**src/rtl/arb_pkg.sv**
```systemverilog
// Shared types and constants for the round-robin arbiter.
// Width helper returns 0 for n<2 so derived widths stay sane for degenerate params.
package arb_pkg;
  localparam int ARB_MAX_REQ = 16;

  typedef enum logic {IDLE = 1'b0, BUSY = 1'b1} arb_state_e;

  function automatic int arb_clog2(input int n);
    return (n < 2) ? 0 : $clog2(n);
  endfunction
endpackage

```
**src/rtl/rr_pick.sv**
```systemverilog
// Combinational round-robin pick: first set bit of req at or after ptr, wrapping.
// The doubled vector turns the circular search into a plain lowest-bit encode.
module rr_pick
  import arb_pkg::*;
#(
  parameter int NUM_REQ = 4,
  parameter int ID_W    = arb_clog2(NUM_REQ)
) (
  input  logic [NUM_REQ-1:0] req,
  input  logic [ID_W-1:0]    ptr,
  output logic               found,
  output logic [ID_W-1:0]    idx
);
  logic [2*NUM_REQ-1:0] w_dbl;
  logic [NUM_REQ-1:0]   w_rot;
  logic [ID_W-1:0]      w_off;
  logic [ID_W:0]        w_sum;

  always_comb begin
    w_dbl = {req, req};
    w_rot = w_dbl[ptr +: NUM_REQ];
    w_off = '0;
    for (int i = NUM_REQ - 1; i >= 0; i--) begin
      if (w_rot[i]) w_off = ID_W'(i);
    end
    w_sum = {1'b0, ptr} + {1'b0, w_off};
    found = |w_rot;
    idx   = (w_sum >= (ID_W+1)'(NUM_REQ)) ? ID_W'(w_sum - (ID_W+1)'(NUM_REQ))
                                           : w_sum[ID_W-1:0];
  end
endmodule

```
**src/rtl/rr_arbiter.sv**
```systemverilog
// N-way round-robin arbiter with registered one-hot grant, hold while requested,
// and an optional MAX_HOLD limit that forces re-arbitration.
module rr_arbiter
  import arb_pkg::*;
#(
  parameter int NUM_REQ  = 4,
  parameter int MAX_HOLD = 8,
  parameter int ID_W     = arb_clog2(NUM_REQ)
) (
  input  logic               clock,
  input  logic               reset,
  input  logic [NUM_REQ-1:0] req,
  output logic [NUM_REQ-1:0] grant,
  output logic               grant_valid,
  output logic [ID_W-1:0]    grant_id,
  output logic               timeout
);
  localparam int                CNT_W     = arb_clog2(MAX_HOLD) + 1;
  localparam bit                TO_EN     = (MAX_HOLD != 0);
  localparam logic [CNT_W-1:0]  HOLD_LAST = TO_EN ? CNT_W'(MAX_HOLD - 1) : '0;
  localparam logic [ID_W-1:0]   LAST_ID   = ID_W'(NUM_REQ - 1);

  arb_state_e         r_state, w_state_nxt;
  logic [NUM_REQ-1:0] r_grant, w_grant_nxt;
  logic               r_grant_valid, w_grant_valid_nxt;
  logic [ID_W-1:0]    r_grant_id, w_grant_id_nxt;
  logic               r_timeout, w_timeout_nxt;
  logic [ID_W-1:0]    r_ptr, w_ptr_nxt;
  logic [CNT_W-1:0]   r_hold, w_hold_nxt;

  logic            w_found;
  logic [ID_W-1:0] w_idx;
  logic            w_owner_req, w_to_hit, w_arb;

  rr_pick #(.NUM_REQ(NUM_REQ), .ID_W(ID_W)) u_pick (
    .req   (req),
    .ptr   (r_ptr),
    .found (w_found),
    .idx   (w_idx)
  );

  always_ff @(posedge clock) begin
    if (reset) begin
      r_state       <= IDLE;
      r_grant       <= '0;
      r_grant_valid <= 1'b0;
      r_grant_id    <= '0;
      r_timeout     <= 1'b0;
      r_ptr         <= '0;
      r_hold        <= '0;
    end else begin
      r_state       <= w_state_nxt;
      r_grant       <= w_grant_nxt;
      r_grant_valid <= w_grant_valid_nxt;
      r_grant_id    <= w_grant_id_nxt;
      r_timeout     <= w_timeout_nxt;
      r_ptr         <= w_ptr_nxt;
      r_hold        <= w_hold_nxt;
    end
  end

  // Arbitrate when idle, or when the owner lets go / hits the hold limit.
  always_comb begin
    w_owner_req = req[r_grant_id];
    w_to_hit    = TO_EN && (r_state == BUSY) && w_owner_req && (r_hold == HOLD_LAST);
    w_arb       = (r_state == IDLE) || !w_owner_req || w_to_hit;
    w_state_nxt = r_state;
    if (w_arb) w_state_nxt = w_found ? BUSY : IDLE;
  end

  always_comb begin
    w_grant_nxt       = r_grant;
    w_grant_valid_nxt = r_grant_valid;
    w_grant_id_nxt    = r_grant_id;
    w_ptr_nxt         = r_ptr;
    w_hold_nxt        = TO_EN ? r_hold + 1'b1 : r_hold;
    w_timeout_nxt     = 1'b0;
    if (w_arb) begin
      w_hold_nxt    = '0;
      w_timeout_nxt = w_to_hit;
      if (w_found) begin
        w_grant_nxt       = NUM_REQ'(1) << w_idx;
        w_grant_valid_nxt = 1'b1;
        w_grant_id_nxt    = w_idx;
        w_ptr_nxt         = (w_idx == LAST_ID) ? '0 : w_idx + 1'b1;
      end else begin
        w_grant_nxt       = '0;
        w_grant_valid_nxt = 1'b0;
        w_grant_id_nxt    = '0;
      end
    end
  end

  assign grant       = r_grant;
  assign grant_valid = r_grant_valid;
  assign grant_id    = r_grant_id;
  assign timeout     = r_timeout;
endmodule

```
**config.mk**
```make
export PLATFORM = sky130hd
export DESIGN_NAME = rr_arbiter
export DESIGN_NICKNAME = d
export VERILOG_FILES = /design/src/rtl/arb_pkg.sv /design/src/rtl/rr_pick.sv /design/src/rtl/rr_arbiter.sv
export SDC_FILE = /design/constraint.sdc
export NUM_CORES = 1
export LEC_CHECK = 0
export CORE_AREA = 2 2 46 48
export CTS_BUF_LIST = sky130_fd_sc_hd__clkbuf_8
export DETAILED_ROUTE_END_ITERATION = 8
export DIE_AREA = 0 0 48 50
export PLACE_DENSITY = 0.68
export RECOVER_POWER = 50
export SLEW_MARGIN = 20
export SYNTH_ARGS = -nofsm -noshare
export SYNTH_HDL_FRONTEND = slang
export SYNTH_HIERARCHICAL = 1
export SYNTH_SLANG_ARGS = --single-unit
export TNS_END_PERCENT = 1
```
**constraint.sdc**
```tcl
create_clock -name clock -period 3.8 [get_ports clock]
set_clock_uncertainty 0.15 [all_clocks]
set_input_delay 0.57 -clock clock [delete_from_list [all_inputs] [get_ports clock]]
set_output_delay 0.57 -clock clock [all_outputs]
set_load 0.005 [all_outputs]
```
# [Yosys cells after proc, flatten, opt, wreduce, memory -nomap -nowiden]
# Cells that the tools add are included.
[totals] reg_bits=14 latchBits=0 ramBits=0 mem_bits_ro=0 input_bits=6 output_inout_bits=8 word_cells=38 mem_count=0
[classes] addsub=4 mul=0 n_div=0 magnitude_cmp=2 n_eq_ne=2 shifts=2 n_mux=11 bitwise_logic=2 n_reduce_logical=9
[op_table] cell="$mux 2" n=7
[op_table] cell="$shiftx 8x3->4" n=1
[op_table] cell="$add 4x1->4 const B" n=1
[op_table] cell="$eq 4x3->1 const B" n=1
[op_table] cell="$mux 4" n=1
[op_table] cell="$reduce_or 2->1" n=2
[op_table] cell="$reduce_or 4->1" n=1
[op_table] cell="$shl 1x2->4 const A" n=1
[op_table] cell="$add 2x2->3" n=1
[op_table] cell="$ge 3x3->1 const B" n=1
[op_table] cell="$lt 2x3->1 const B" n=1
[op_table] cell="$add 2x1->2 const B" n=1
[op_table] cell="$bmux 1 s2" n=1
[op_table] cell="$eq 2x2->1 const B" n=1
[op_table] cell="$logic_and 1x1->1" n=2
[op_table] cell="$logic_or 1x1->1" n=2
[op_table] cell="$mux 1" n=2
[op_table] cell="$not 1->1" n=2
[op_table] cell="$reduce_and 2->1" n=1
[op_table] cell="$sub 2x1->2 const B" n=1
[op_table] cell="$logic_not 1->1" n=1

# [Longest topological paths before layout]
[depth] ltp_word=10 ltp_mapped=12 depth_no_buf=12

# [Cells and area by module]
# Netlist, hierarchy kept.
[modules_own_cells] module="rr_arbiter" n_inst=1 cells_each=63 area_per_inst_um2=650.6 seq_area_each_um2=280.3
[modules_own_cells] module="rr_pick" n_inst=1 cells_each=23 area_per_inst_um2=180.2 seq_area_each_um2=0.0

# [Worst setup path after synthesis]
# Ideal clock, no wire load.
[synth_path] kind="input to register" from="input port req[1]" to="register r_ptr[0]" setup_ns=0.083 arrival_time_ns=2.553 t_required_ns=3.567 path_slack_ns=1.015 stages=11 path_buffers=0 path_cell_list="nor2b_1 > a21oi_1 > o22ai_1 > o21a_1 > ha_1 > xnor2_1 > xnor2_1 > ha_1 > or4_4 > mux2_2 > o221ai_1"
[synth_between] elab_chain_cells=10 word_cells_on_any_way=21 classes_between="3 x add/sub; 1 x order compare; 1 x eq/ne; 1 x shift; 8 x mux; 7 x reduce/logical"
[synth_rtl] element="start, declared" line="rr_arbiter.sv:12" text="input logic [NUM_REQ-1:0] req,"
[synth_rtl] element="$shiftx 8x3->4 (*)" line="rr_pick.sv:21" text="w_rot = w_dbl[ptr +: NUM_REQ];"
[synth_rtl] element="$mux 2 (3 in series)" line="rr_pick.sv:24" text="if (w_rot[i]) w_off = ID_W'(i);"
[synth_rtl] element="$mux 2 (*)" line="rr_pick.sv:24"
[synth_rtl] element="$add 2x2->3 (*)" line="rr_pick.sv:26" text="w_sum = {1'b0, ptr} + {1'b0, w_off};"
[synth_rtl] element="$ge 3x3->1 or $sub 2x1->2 (tied branches)" line="rr_pick.sv:28" text="idx = (w_sum >= (ID_W+1)'(NUM_REQ)) ? ID_W'(w_sum - (ID_W+1)'(NUM_REQ))"
[synth_rtl] element="$mux 2 (*)" line="rr_pick.sv:28"
[synth_rtl] element="via w_idx[1]" line="rr_arbiter.sv:32" text="logic [ID_W-1:0] w_idx;"
[synth_rtl] element="$eq 2x2->1 (*)" line="rr_arbiter.sv:85" text="w_ptr_nxt = (w_idx == LAST_ID) ? '0 : w_idx + 1'b1;"
[synth_rtl] element="$mux 2 (*)" line="rr_arbiter.sv:85"
[synth_rtl] element="end signal, assigned" line="rr_arbiter.sv:57" text="r_ptr <= w_ptr_nxt;"
[synth_rtl] element="end, declared" line="rr_arbiter.sv:28" text="logic [ID_W-1:0] r_ptr, w_ptr_nxt;"
# The timed path passes the listed nets; every way through them passes the cells marked *. The select of a mux whose other input is x is not followed.
# A chain may end at the register's enable or synchronous reset.

# [Worst setup path after layout]
# Ends and elaborated chain as after synthesis.

==> results by group <==
Run status
  – Status: completed

Global route
  – Overall global routing resource usage: 16.0%
  – Vias in the first global route: 649
  – First-pass GRT wire length: 2770 µm
  – Pin count of the biggest net entering global routing: 12
  – Sum of overflow across all layers after global routing: 0
  – Number of antenna violations at the first check in global routing: 0

Synthesis
  – Number of enable-type register cells in the synthesized netlist: 0
  – Count of unique library cells instantiated by Yosys: 36
  – Proportion of synthesized area in mux cells: 6.93%
  – Count of state elements after synthesis: 14
  – Cells after synthesis: 86
  – Cells taking the most area after synthesis: dfxtp_1 (34%), ha_1 (9.0%), a22o_1 (5.3%)
  – Synth Area per Inst: 9.66 µm²
  – Area share of the largest cell type after synthesis: 33.7%
  – Mapped cell area: 831 µm²
  – Cell accounting for the most synthesized area: dfxtp_1
  – Yosys warns: 6
  – Adder-cell area share of the yosys netlist: 9.04%
  – Net count after synthesis: 98
  – Post-Synth Simple-Gate Area: 22.0%
  – Share of flip-flops with an asynchronous set or reset: 0%
  – Complex-gate fraction of the synthesized area: 21.8%
  – Dominant combinational cell family by area after synthesis: simple AND/OR/NAND/NOR gates
  – Share of synthesized area occupied by flip-flops and latches: 33.7%
  – Main synth FF type: dfxtp_1
  – Post-synthesis share of cell area spent on xor and xnor gates: 4.22%

Finish
  – Final Non-Filler Cells: 130
  – Commonest non-fill, non-tap cell in the layout: dfxtp_1
  – Post-layout net count: 116
  – Antenna diodes: 0
  – Cell area after layout: 1050 µm²
  – Layout cells sized above 1: 13.6%
  – Commonest cells after routing, fill and taps aside: dfxtp_1 (14), dlygate4sd3_1 (9), ha_1 (6)
  – Area added between synthesis and finish: 26.1%

Clocking
  – Number of levels in the clock H-tree: 1
  – Cts hold-fix bufs: 0
  – Clock transition at path regs: 50 ps
  – CTS Buffer Depth: 2
  – Post-CTS Setup Bufs: 0
  – Clk Latency, worst-skew pair: 240 ps
  – Clock Tree Root: clkbuf_8
  – Clock sinks: 14
  – Post-cts sizing count: 0
  – TritonCTS clock tree: built
  – CTS buffer count: 3

Pwr
  – Proportion of total power due to net switching: 34.7%
  – Seq pwr share: 33.0%
  – Power per standard cell area: 651 nW/µm²
  – VDD IR max: 0.436 mV
  – Pint: 445 µW
  – Net switching power of the design: 237 µW
  – Proportion of power drawn by the clock network: 20.9%
  – Share of power burned in combinational logic: 46.1%
  – Static leakage power: 0.421 nW

Die
  – Die height: 50 µm
  – Overall die area: 2400 µm²
  – I/O pin count: 14
  – Number of standard-cell rows in the floorplan: 16
  – Die Width: 48 µm
  – Core Area: 1900 µm²
  – Starting Density: 43.7%

Placed design
  – Gpl congestion: 0.799
  – Placed inst area: 998 µm²
  – Post-DP HPWL: 1230 µm
  – Port Buffers: 13
  – Placed cell count: 126

Worst setup path
  – Crit path DAT: 3360 ps
  – Setup Crit Path Kind: input port to flip-flop
  – Max stage delay on crit path: 620 ps
  – Required time reported for the critical path endpoint: 3810 ps
  – Kind of cell with the highest combined delay on the critical path: simple AND/OR/NAND/NOR gates
  – CP Buf/Inv Count: 1
  – CP startpoint: req[1]
  – Crit path max fanout: 7
  – Critical path, cell by cell: dlygate4sd3_1 > nor2b_1 > a21oi_1 > o22ai_1 > o21a_1 > ha_1 > xnor2_1 > xnor2_1 > ha_1 > or4_4 > mux2_2 > o221ai_1
  – Worst-path cell with the longest stage delay: dlygate4sd3_1
  – Kind of end point of the critical path: flip-flop
  – Worst reg2reg path startpoint: r_ptr[1]
  – CP startpoint kind: input port

Detailed routing
  – Average wire per standard cell: 12.1 µm
  – DRC violation total after the first TritonRoute iteration: 7
  – Wirelength, routed: 1570 µm
  – Per-cell via count in the routed design: 5.40
  – Detail Route Antenna Nets: 0
  – Number of detailed-route iterations in the first pass: 3
  – Post-route DRC violation count: 0
  – Total via count after detailed routing: 702

STA
  – Fin crit share: 88.1%
  – Tightest Pin Transition: 511 ps
  – Accumulated negative setup slack: 0 ps
  – Fmax achieved: 0.299 GHz
  – Total of endpoints with negative setup slack in the final report: 0
  – Relative slew slack: 65.9%
  – Setup repair after global routing missed its margin: no
  – Endpoints failing hold: 0
  – Fin. max-slew vios: 0
  – Time the worst path needs with I/O delays and setup: 3350 ps

Min path
  – Hold WC Path Type: flip-flop to flip-flop
  – Worst Min Path Start: r_hold[0]

Flow run
  – Max-cap violations: 0
worst reg2reg max path, stage by stage (launching register included):
cell and delay [ps]:
dfxtp_1 380, nand2b_1 190, a2bb2oi_1 160, o211ai_1 100, o21a_1 130, ha_1 180, xnor2_1 130, xnor2_1 190
ha_1 230, or4_4 520, mux2_2 270, o221ai_1 60
per-stage QoR:
stage          util, %  power [mW]  setup WS [ps]  hold WS [ps]
2_1_floorplan        -       0.449           1010           282
3_3_place_gp      52.5       0.548            299           294
3_5_place_dp      52.5       0.556            280           309
4_1_cts           55.4       0.704            531           319
5_1_grt           55.1       0.740            275           349
6_report          55.1       0.682            452           316
cell type report:
class	count	area (µm²)
Tap cell	27	33.8
Fill cell	185	855
Clock buffer	4	55.1
Multi-Input combinational cell	67	526
Sequential cell	14	280
Timing Repair Buffer	14	138
Inverter	4	15.0
kinds of logic (layout without fill, tap and decap cells):
kind of cell,Yosys count,in the layout
AND/OR/NAND/NOR,31,31
AO/OA/AOI/OAI,21,21
flip-flops,14,14
multiplexers,5,5
adder cells (fa/ha/maj),6,6
buffers and inverters,5,22
XOR/XNOR,4,4
cell usage after synthesis, types with 2 or more instances:
library cell and instances:
xnor2_1 3, inv_1 3, o211ai_1 2, o221ai_1 2
mux2i_1 2, nor3_1 3, a22o_1 5, nand3_1 2
ha_1 6, nand2_1 5, nor2b_1 2, a21oi_1 4
nand3b_1 4, nor2_1 5, nand2b_1 4, dfxtp_1 14
routing by layer:
layer | vias up | routed length, µm | global-route usage [%]
li1 | 356 | - | -
met3 | 2 | 63 | 6.59
met1 | 332 | 750 | 20.5
met4 | 0 | 14 | 4.05
met5 | - | 0 | 0
met2 | 12 | 743 | 24.2
registers in the layout, indices dropped and copies added (netlist names):
name,flops
r_hold,4
grant_id,2
grant_valid,1
r_ptr,2
timeout,1
grant,4
worst paths after layout:
| check | slack (ps) | endpoint | cells after the start |
|---|---|---|---|
| worst max-delay path | 450 | r_ptr[0] | 12 |
| worst min register to register | 320 | r_hold[0] | 1 |
| worst min-delay path | 320 | r_hold[0] | 1 |
| worst max register to register | 1020 | r_ptr[0] | 11 |
power groups by stage:
stage               registers [mW]  logic (mW)  clock network, mW
floorplan                    0.223       0.226                  0
global route                 0.231       0.355              0.153
finish                       0.225       0.314              0.142
global placement             0.228       0.320                  0
detailed placement           0.229       0.327                  0
CTS                          0.226       0.331              0.147
No activity file was read; power rests on OpenSTA's default activity.
